## src/rtl/sprite_index_fetch_pkg.sv

```systemverilog
// Shared types and constants for the sprite index fetch stage.
package sprite_pkg;

  typedef enum logic [1:0] {
    DIR_UP    = 2'd0,
    DIR_DOWN  = 2'd1,
    DIR_LEFT  = 2'd2,
    DIR_RIGHT = 2'd3
  } dir_t;

  typedef enum logic [1:0] {
    IDLE   = 2'd0,
    WALK   = 2'd1,
    ATTACK = 2'd2
  } anim_state_t;

  // Per-direction sub-frame numbering: walk 1/2, then sword 1-4.
  localparam logic [2:0] SUB_WALK0     = 3'd0;
  localparam logic [2:0] SUB_WALK1     = 3'd1;
  localparam logic [2:0] SUB_ATK_FIRST = 3'd2;
  localparam logic [2:0] SUB_ATK_LAST  = 3'd5;

  localparam int unsigned FRAMES_PER_DIR = 6;

  // Visible raster limits; pixels at or beyond these are never sprite hits.
  localparam logic [9:0] H_ACTIVE = 10'd640;
  localparam logic [9:0] V_ACTIVE = 10'd480;

  // Global frame number: dir * FRAMES_PER_DIR + sub.
  function automatic logic [4:0] frame_index(input dir_t d, input logic [2:0] sub);
    return 5'(d) * 5'(FRAMES_PER_DIR) + 5'(sub);
  endfunction

endpackage

```

## src/rtl/sprite_index_fetch_anim_fsm.sv

```systemverilog
// Animation state machine: picks the sub-frame and direction, advancing
// only on frame_tick so a displayed frame never changes mid-screen.
module sprite_anim_fsm
  import sprite_pkg::*;
#(
  parameter int unsigned ANIM_DIV = 8
) (
  input  logic       clk,
  input  logic       rst_n,
  input  logic       frame_tick,
  input  logic       moving,
  input  logic       attack,
  input  logic [1:0] dir,
  output logic [4:0] frame_id,
  output logic       attack_busy
);

  localparam int unsigned STEP_W = (ANIM_DIV > 1) ? $clog2(ANIM_DIV) : 1;
  localparam logic [STEP_W-1:0] STEP_LAST = STEP_W'(ANIM_DIV - 1);

  anim_state_t       state, state_nx;
  logic [STEP_W-1:0] step, step_nx;
  logic [2:0]        sub, sub_nx;
  dir_t              dir_q, dir_nx;
  logic              attack_d;
  logic              attack_req, attack_req_nx;
  logic              attack_rise, req_now;

  // State, step counter, latched direction and attack request registers.
  always_ff @(posedge clk or negedge rst_n) begin
    if (!rst_n) begin
      state      <= IDLE;
      step       <= '0;
      sub        <= SUB_WALK0;
      dir_q      <= DIR_UP;
      attack_d   <= 1'b0;
      attack_req <= 1'b0;
    end else begin
      state      <= state_nx;
      step       <= step_nx;
      sub        <= sub_nx;
      dir_q      <= dir_nx;
      attack_d   <= attack;
      attack_req <= attack_req_nx;
    end
  end

  // Next-state logic; a rise coinciding with a tick is folded into req_now
  // so the request is consumed on that same tick.
  always_comb begin
    attack_rise   = attack & ~attack_d;
    req_now       = attack_req | attack_rise;
    state_nx      = state;
    step_nx       = step;
    sub_nx        = sub;
    dir_nx        = dir_q;
    attack_req_nx = req_now;
    if (state == ATTACK) attack_req_nx = 1'b0;
    if (frame_tick) begin
      case (state)
        IDLE: begin
          dir_nx        = dir_t'(dir);
          attack_req_nx = 1'b0;
          if (req_now) begin
            state_nx = ATTACK;
            sub_nx   = SUB_ATK_FIRST;
            step_nx  = '0;
          end else if (moving) begin
            state_nx = WALK;
            sub_nx   = SUB_WALK0;
            step_nx  = '0;
          end
        end
        WALK: begin
          dir_nx        = dir_t'(dir);
          attack_req_nx = 1'b0;
          if (req_now) begin
            state_nx = ATTACK;
            sub_nx   = SUB_ATK_FIRST;
            step_nx  = '0;
          end else if (!moving) begin
            state_nx = IDLE;
            sub_nx   = SUB_WALK0;
            step_nx  = '0;
          end else if (step == STEP_LAST) begin
            step_nx = '0;
            sub_nx  = (sub == SUB_WALK0) ? SUB_WALK1 : SUB_WALK0;
          end else begin
            step_nx = step + 1'b1;
          end
        end
        ATTACK: begin
          if (step == STEP_LAST) begin
            step_nx = '0;
            if (sub == SUB_ATK_LAST) begin
              state_nx = moving ? WALK : IDLE;
              sub_nx   = SUB_WALK0;
            end else begin
              sub_nx = sub + 3'd1;
            end
          end else begin
            step_nx = step + 1'b1;
          end
        end
        default: begin
          state_nx = IDLE;
          sub_nx   = SUB_WALK0;
          step_nx  = '0;
        end
      endcase
    end
  end

  assign frame_id    = frame_index(dir_q, sub);
  assign attack_busy = (state == ATTACK);

endmodule

```

## src/rtl/sprite_index_fetch.sv

```systemverilog
// Per-pixel sprite stage: box test and ROM addressing, then a fixed
// 2-edge pipeline aligning flags with the synchronous ROM output.
module sprite_index_fetch
  import sprite_pkg::*;
#(
  parameter int unsigned SPR_W      = 32,
  parameter int unsigned SPR_H      = 32,
  parameter int unsigned ANIM_DIV   = 8,
  parameter logic [3:0]  TRANSP_IDX = 4'h0,
  parameter int unsigned ADDR_W     = 15
) (
  input  logic              Clk,
  input  logic              Reset_n,
  input  logic [9:0]        DrawX,
  input  logic [9:0]        DrawY,
  input  logic              blank_n,
  input  logic [9:0]        SpriteX,
  input  logic [9:0]        SpriteY,
  input  logic [1:0]        dir,
  input  logic              moving,
  input  logic              attack,
  input  logic              frame_tick,
  output logic [ADDR_W-1:0] rom_addr,
  input  logic [3:0]        rom_data,
  output logic              pix_valid,
  output logic              sprite_hit,
  output logic [3:0]        pal_index,
  output logic [4:0]        frame_id,
  output logic              attack_busy
);

  localparam logic signed [10:0] W_S = 11'(SPR_W);
  localparam logic signed [10:0] H_S = 11'(SPR_H);

  logic [4:0]         anim_fid;
  logic signed [10:0] rel_x, rel_y;
  logic               in_box;
  logic [ADDR_W-1:0]  addr_calc;
  logic               in_box1, blank1, in_box2, blank2;
  logic [4:0]         fid1, fid2;
  logic               hit_now;

  sprite_anim_fsm #(
    .ANIM_DIV(ANIM_DIV)
  ) u_anim (
    .clk        (Clk),
    .rst_n      (Reset_n),
    .frame_tick (frame_tick),
    .moving     (moving),
    .attack     (attack),
    .dir        (dir),
    .frame_id   (anim_fid),
    .attack_busy(attack_busy)
  );

  // Box test in 11-bit signed so boxes near the right/bottom edge never wrap.
  always_comb begin
    rel_x     = $signed({1'b0, DrawX}) - $signed({1'b0, SpriteX});
    rel_y     = $signed({1'b0, DrawY}) - $signed({1'b0, SpriteY});
    in_box    = !rel_x[10] && !rel_y[10] && (rel_x < W_S) && (rel_y < H_S) &&
                (DrawX < H_ACTIVE) && (DrawY < V_ACTIVE);
    addr_calc = '0;
    if (in_box)
      addr_calc = ADDR_W'(anim_fid) * ADDR_W'(SPR_W * SPR_H) +
                  ADDR_W'(rel_y) * ADDR_W'(SPR_W) + ADDR_W'(rel_x);
  end

  // Stage 1: register ROM address and the per-pixel side information.
  always_ff @(posedge Clk or negedge Reset_n) begin
    if (!Reset_n) begin
      rom_addr <= '0;
      in_box1  <= 1'b0;
      blank1   <= 1'b0;
      fid1     <= '0;
    end else begin
      rom_addr <= addr_calc;
      in_box1  <= in_box;
      blank1   <= blank_n;
      fid1     <= anim_fid;
    end
  end

  // Stage 2: delay side information by the ROM read latency.
  always_ff @(posedge Clk or negedge Reset_n) begin
    if (!Reset_n) begin
      in_box2 <= 1'b0;
      blank2  <= 1'b0;
      fid2    <= '0;
    end else begin
      in_box2 <= in_box1;
      blank2  <= blank1;
      fid2    <= fid1;
    end
  end

  assign hit_now = in_box2 && (rom_data != TRANSP_IDX);

  // Output stage: combine the ROM index with the aligned flags.
  always_ff @(posedge Clk or negedge Reset_n) begin
    if (!Reset_n) begin
      pix_valid  <= 1'b0;
      sprite_hit <= 1'b0;
      pal_index  <= '0;
      frame_id   <= '0;
    end else begin
      pix_valid  <= blank2;
      sprite_hit <= hit_now;
      pal_index  <= hit_now ? rom_data : '0;
      frame_id   <= fid2;
    end
  end

endmodule

```

## config.mk

```make
export PLATFORM = sky130hd
export DESIGN_NAME = sprite_index_fetch
export DESIGN_NICKNAME = d
export VERILOG_FILES = /design/src/rtl/sprite_index_fetch_pkg.sv /design/src/rtl/sprite_index_fetch_anim_fsm.sv /design/src/rtl/sprite_index_fetch.sv
export SDC_FILE = /design/constraint.sdc
export NUM_CORES = 1
export LEC_CHECK = 0
export ABC_AREA = 1
export CAP_MARGIN = 20
export CELL_PAD_IN_SITES_DETAIL_PLACEMENT = 1
export CELL_PAD_IN_SITES_GLOBAL_PLACEMENT = 2
export CORE_MARGIN = 3
export CORE_UTILIZATION = 31
export DETAILED_ROUTE_END_ITERATION = 12
export PLACE_DENSITY_LB_ADDON = 0.1
export SLEW_MARGIN = 20
export SYNTH_ARGS = -nofsm -noshare
export SYNTH_HDL_FRONTEND = slang
export SYNTH_SLANG_ARGS = --single-unit
export TNS_END_PERCENT = 50
```

## constraint.sdc

```tcl
create_clock -name Clk -period 8.6 [get_ports Clk]
set_clock_uncertainty 0.15 [all_clocks]
set_input_delay 1.29 -clock Clk [delete_from_list [all_inputs] [get_ports Clk]]
set_output_delay 1.29 -clock Clk [all_outputs]
set_load 0.02 [all_outputs]
```

Word level (Yosys, flattened, before mapping)

Index checks and enable logic that the tools add are counted.

Register bits: 52
Output and inout bits: 27
Logic and storage cells: 84

Add/subtract/negate cells: 7
$mul: 1
Magnitude comparators: 4
Equality and inequality tests: 9
Muxes and demuxes: 27
Bitwise logic cells: 3
Reductions and logical operators: 16

Operator list:

| cell                                                   | number |
|---|---|
| two-way mux 3 bit                                      | 11 |
| adder 15 bit                                           | 2 |
| < comparator 11 x 7 -> 1 bit (second input constant)   | 2 |
| subtractor 10 x 10 -> 11 bit                           | 2 |
| one-hot mux 3 bit (3 select lines)                     | 2 |
| two-way mux 15 bit                                     | 1 |
| two-way mux 2 bit                                      | 6 |
| < comparator 10 bit (second input constant)            | 1 |
| < comparator 10 x 9 -> 1 bit (second input constant)   | 1 |
| adder 3 x 1 -> 3 bit (second input constant)           | 2 |
| == test 3 bit (second input constant)                  | 2 |
| logical AND 1 bit                                      | 6 |
| inequality test 3 x 2 -> 1 bit (second input constant) | 2 |
| one-hot mux 2 bit (3 select lines)                     | 1 |
| adder 5 x 3 -> 5 bit                                   | 1 |
| two-way mux 1 bit                                      | 5 |
| AND reduction 5 bit                                    | 1 |
| multiplier 2 x 2 -> 4 bit (second input constant)      | 1 |
| two-way mux 4 bit                                      | 1 |
| inequality test 2 x 1 -> 1 bit (second input constant) | 2 |
| inequality test 4 x 2 -> 1 bit (second input constant) | 1 |
| AND reduction 2 bit                                    | 2 |
| AND reduction 4 bit                                    | 1 |
| nonzero test 4 bit                                     | 1 |
| other kinds (9)                                        | 10 |

Logic depth before layout (Yosys ltp)

Depth in word-level cells: 8
Mapped depth: 23

Hierarchy

A second synthesis with hierarchy kept.

Cells, all modules: 521
Area, all modules: 3985.1 sq um

By module, submodules not included:

| module             | instances | cells an instance | area an instance (sq um) | seq. area each (sq um) |
|---|---|---|---|---|
| sprite_index_fetch | 1         | 407               | 3096.7                   | 1001.0 |
| sprite_anim_fsm    | 1         | 114               | 888.4                    | 300.3 |

Worst setup path before layout

Ideal clock, no wire load.

Path kind: input -> register
Start: in DrawX[0]
End: reg rom_addr[12]
Arrival: 3773 ps
Data required time: 8330 ps
Setup slack: 4557 ps
Stages: 18
Buffers on the path: 0
Path through: inv_1 > ha_1 > inv_1 > fa_1 > nand2_1 > nand2_1 > nand2_1 > nand2_1 > ha_1 > ha_1 > inv_1 > fa_1 > o21ai_0 > a21oi_1 > nor2_1 > nor2_1 > xor2_1 > nor2_2

Word-level cells in the longest chain between the ends: 8
Elaborated cells on any way between the ends: 11
Classes of those cells: add/sub: 2; order compare: 2; mux: 1; reduce/logical: 6

Ends and longest elaborated chain:

| element                                                              | RTL line                 | text |
|---|---|---|
| from (decl)                                                          | sprite_index_fetch.sv:14 | `input logic [9:0] DrawX,` |
| branches (longest 7 deep; another with subtractor 10 x 10 -> 11 bit) | n/a                      |  |
| two-way mux 15 bit (*)                                               | sprite_index_fetch.sv:63 | `if (in_box)` |
| named net addr_calc[12]                                              | sprite_index_fetch.sv:38 | `logic [ADDR_W-1:0] addr_calc;` |
| to (signal assigned)                                                 | sprite_index_fetch.sv:76 | `rom_addr <= addr_calc;` |
| to (decl)                                                            | sprite_index_fetch.sv:23 | `output logic [ADDR_W-1:0] rom_addr,` |

Mark *: on every way through the listed nets, which the timed path passes.
A chain may end at the register's enable or synchronous reset.

Worst setup path in the final report

Start: in SpriteX[2]
End: reg rom_addr[12]

Word-level cells in the longest chain between the ends: 8
Elaborated cells on any way between the ends: 10
Classes of those cells: add/sub: 2; order compare: 1; mux: 1; reduce/logical: 6

Ends and longest elaborated chain:

| element                                                              | RTL line                 | text |
|---|---|---|
| from (decl)                                                          | sprite_index_fetch.sv:17 | `input logic [9:0] SpriteX,` |
| subtractor 10 x 10 -> 11 bit (*)                                     | sprite_index_fetch.sv:58 | `rel_x = $signed({1'b0, DrawX}) - $signed({1'b0, SpriteX});` |
| branches (longest 6 deep; another with < comparator 11 x 7 -> 1 bit) | n/a                      |  |
| two-way mux 15 bit (*)                                               | sprite_index_fetch.sv:63 |  |
| named net addr_calc[12]                                              | sprite_index_fetch.sv:38 |  |

Marked as above.

==> reports/results.txt <==
The via count of the first global-routing pass was 3388; the post-route DRC violation count was 0. The maximum number of pins on one net before global-route repair came out at 53. Total clock buffers created by CTS: 5. The worst-case IR drop observed on VDD is 94.8 uV.

In this run the worst hold path is classified as register to register. The analysis attributes to cell leakage a power of 2.58 nW. Ranked by instance count, the synthesized netlist is headed by 119 x nand2_1, 100 x inv_1, 52 x dfrtp_1.

The tools report the max-slew violation count as 0. For the number of max-capacitance violations reported, the log shows 0. The logs give 0 ps for the setup total negative slack and 39 for the count of standard-cell rows. Synthesis handed over a netlist of 486 instances. The placeable core region was 11500 um^2; the final worst setup slack was 3980 ps. For this run, the leading register cell type out of synthesis is dfrtp_1. The final HPWL from detailed placement was 7620 um. Overall die area: 13300 um^2.

For the total number of vias, the log shows 3244. The routed design could run at a clock period as short as 4620 ps. In this run, post-CTS repair resized a total of 0 instances.

The number of nets in the layout was 673; the effective utilization at floorplan was 0.321. The routability congestion estimate was 0.769. The run gives 5330 ps as the setup slack of the worst register-to-register path.

Critical path capture point type: a register. Sequential-to-total area share from yosys stat: 0.352. Yosys attributes the largest share of cell area to dfrtp_1 35%, ha_1 16%, nand2_1 12%.

The detail route stage leaves a number of antenna-violating nets equal to 0. Most instantiated library cell after synthesis: nand2_1. The buffer depth of the longest clock path was 2; the iteration count of the initial detailed-routing pass was 4. For this run the aggregate overflow at the end of global routing stands at 0.

In this design, the stage delay of the slowest critical-path cell is 450 ps. STA classifies the critical path startpoint as an input pin. Setup violations remaining at the end of the flow were counted as 0. Power spread over the standard cell area amounts to 258 nW/um^2. The clock net in this run drives a total of 52 sinks. The run gives 0 as the final number of hold-violating endpoints.

The register bit count reported by yosys was 52. Yosys mapped a number of flops with a built-in enable equal to 0. During synthesis, Yosys emitted a total of 0 warnings.

The tools report the global-route wire length before repair as 15300 um. The actual transition at the worst max-transition pin works out to 664 ps. For the post-synthesis cell area, the log shows 3700 um^2. In this run, distinct cell masters in the synthesized netlist total 30. Data arrives at the worst endpoint at 4640 ps. For the aggregate routed wire length, the log shows 8920 um. Peak fanout along the critical path: 6. The critical path in this run is classified as input pin to register. The tools report the worst slack at placement as 3670 ps. The aggregate global-route resource usage is 0.141. The port buffer count came out at 78. After detailed routing, the number of vias per cell comes to 4.54. The remaining max-slew budget at the tightest pin was 0.552. TritonCTS built the clock tree. The number of nets in the synthesized netlist is 588.

The part of the cycle the worst path needs is 0.537, and the DRC marker count from the first detailed-route iteration is 114. Of all cell types, the one taking the most synthesized area is dfrtp_1. Based on the critical path, the design can be clocked at up to 0.217 GHz. The mean post-synth cell area came out at 7.61 um^2.

The async set or reset register ratio after synthesis works out to 1.00. The cell at the root of the clock tree was clkbuf_16. 79 I/O pins were placed.

Setup repair after global routing left no endpoint under its margin. The share of layout cells above drive strength 1 was 0.0490; the number of buffers inserted to repair setup after CTS was 0. The area growth from synthesis to layout is 30.3%.

For the worst setup path, the data required time is 8620 ps. After clock tree synthesis, the clock-pin slew on the worst setup and hold paths is 70 ps. The die is 115 um tall.

The run gives 2 as the deepest level of the CTS H-tree. The average routed wire per standard cell came out at 12.5 um. The critical path goes through clkdlybuf4s50_1, inv_1, ha_1, nand2_1, nor2_1, nand2_1, nand3_1, nand2_1, o21ai_1, xor2_1, xnor2_1, ha_1, a21oi_1, o21ai_0, a21oi_1, nor2_1, nor2_1, xor2_1, nor2_2. The portion of synthesized cell area occupied by the leading cell type is 0.352. The repair_antennas step left the layout with diodes totalling 0. The largest individual stage delay along the critical path comes from the cell clkdlybuf4s50_1. The worst-skew pair later-pin latency was 290 ps; the floorplan die width was 115 um. The run finished with clean final reports. The tools report the initial antenna violation count as 0. For this design, the CTS-stage hold fixing added 0 buffers.
[critical path, delay by kind of cell]
| family | cells | cell delay (ps) |
|---|---|---|
| AO/OA/AOI/OAI | 4 | 710 |
| adder cells (fa/ha/maj) | 2 | 770 |
| buffers and inverters | 2 | 490 |
| AND/OR/NAND/NOR | 8 | 710 |
| XOR/XNOR | 3 | 650 |
[state kept, by name, indices dropped and copies added (netlist names), 2 cells and up]
signal        flops
u_anim.sub        3
fid2              5
fid1              5
rom_addr         15
u_anim.state      2
pal_index         4
frame_id          5
u_anim.step       3
u_anim.dir_q      2
[cells in the final DEF (no fill, tap or decap), types with 2 or more instances in the layout]
| cell | Yosys | final |
|---|---|---|
| a21oi_1 | 20 | 20 |
| a31oi_1 | 2 | 2 |
| clkbuf_16 | 0 | 5 |
| clkdlybuf4s50_1 | 0 | 77 |
| dfrtp_1 | 52 | 52 |
| fa_1 | 4 | 4 |
| ha_1 | 46 | 46 |
| inv_1 | 100 | 100 |
| nand2_1 | 119 | 119 |
| nand2_2 | 2 | 2 |
| nand3_1 | 30 | 30 |
| nand4_1 | 9 | 9 |
| nor2_1 | 40 | 40 |
| nor2_2 | 12 | 12 |
| nor3_1 | 4 | 4 |
| o211ai_1 | 2 | 2 |
| o21ai_0 | 13 | 13 |
| xnor2_1 | 6 | 6 |
| xor2_1 | 12 | 12 |
[power breakdown]
group	leakage (nW)	total (W)	internal, W	switching, W
combinational	1.82	0.000694	0.000281	0.000413
sequential	0.683	0.000326	0.000297	0.0000292
clock	0.0798	0.000221	0.000137	0.0000846
total	2.58	0.00124	0.000715	0.000527
[cell families (layout without fill, tap and decap cells)]
family,count (synthesis),in the layout,share of synthesized area
DFF,52,52,0.352
and+or+nand+nor,219,219,0.253
xor gates and xnor gates,18,18,0.0427
AOI/OAI and AO/OA,44,44,0.0664
adders and majority gates,50,50,0.177
buffers and inverters,102,188,0.106
muxes,1,1,0.00305
[path summary, 6_finish.rpt]
| check | start | end | cells past startpoint |
|---|---|---|---|
| setup / recovery | SpriteX[2] | rom_addr[12]$_DFF_PN0_ | 19 |
| hold / removal | fid2[4]$_DFF_PN0_ | frame_id[4]$_DFF_PN0_ | 0 |
| setup reg to reg | u_anim.dir_q[0]$_DFFE_PN0P_ | rom_addr[14]$_DFF_PN0_ | 16 |
| hold reg to reg | fid2[4]$_DFF_PN0_ | frame_id[4]$_DFF_PN0_ | 0 |
| max in group asynchronous | Reset_n | u_anim.attack_d$_DFF_PN0_ | 2 |
| min in group asynchronous | Reset_n | pal_index[2]$_DFF_PN0_ | 2 |
[layout make-up]
cell class	instances	area [um^2]
well taps	143	179
repair buffers	79	783
inverters	101	379
flip-flops and latches	52	1300
clock inverters	3	42.5
multi-input cells	332	2000
fillers	1430	6700
clock buffers	5	125
[per-stage QoR]
step                      area (um^2)  power, W  utilization  hold WS (ps)  std cells
after floorplan                  3700  0.000830            -           181        486
after global routing             4810   0.00137        0.418           206        715
after detailed placement         4650   0.00103        0.404           188        707
after CTS                        4810   0.00126        0.418           204        715
final                            4810   0.00124        0.418           199        715
after global placement           4650   0.00102        0.404           184        707
[routing by layer]
| metal | track usage | vias up | part of all wire |
|---|---|---|---|
| met4 | 0.0352 | 0 | 0.010 |
| met2 | 0.248 | 58 | 0.48 |
| met1 | 0.183 | 1494 | 0.47 |
| li1 | - | 1686 | - |
| met5 | 0 | - | 0 |
| met3 | 0.0168 | 6 | 0.039 |
Note: power is estimated with default switching activity, not from simulation.
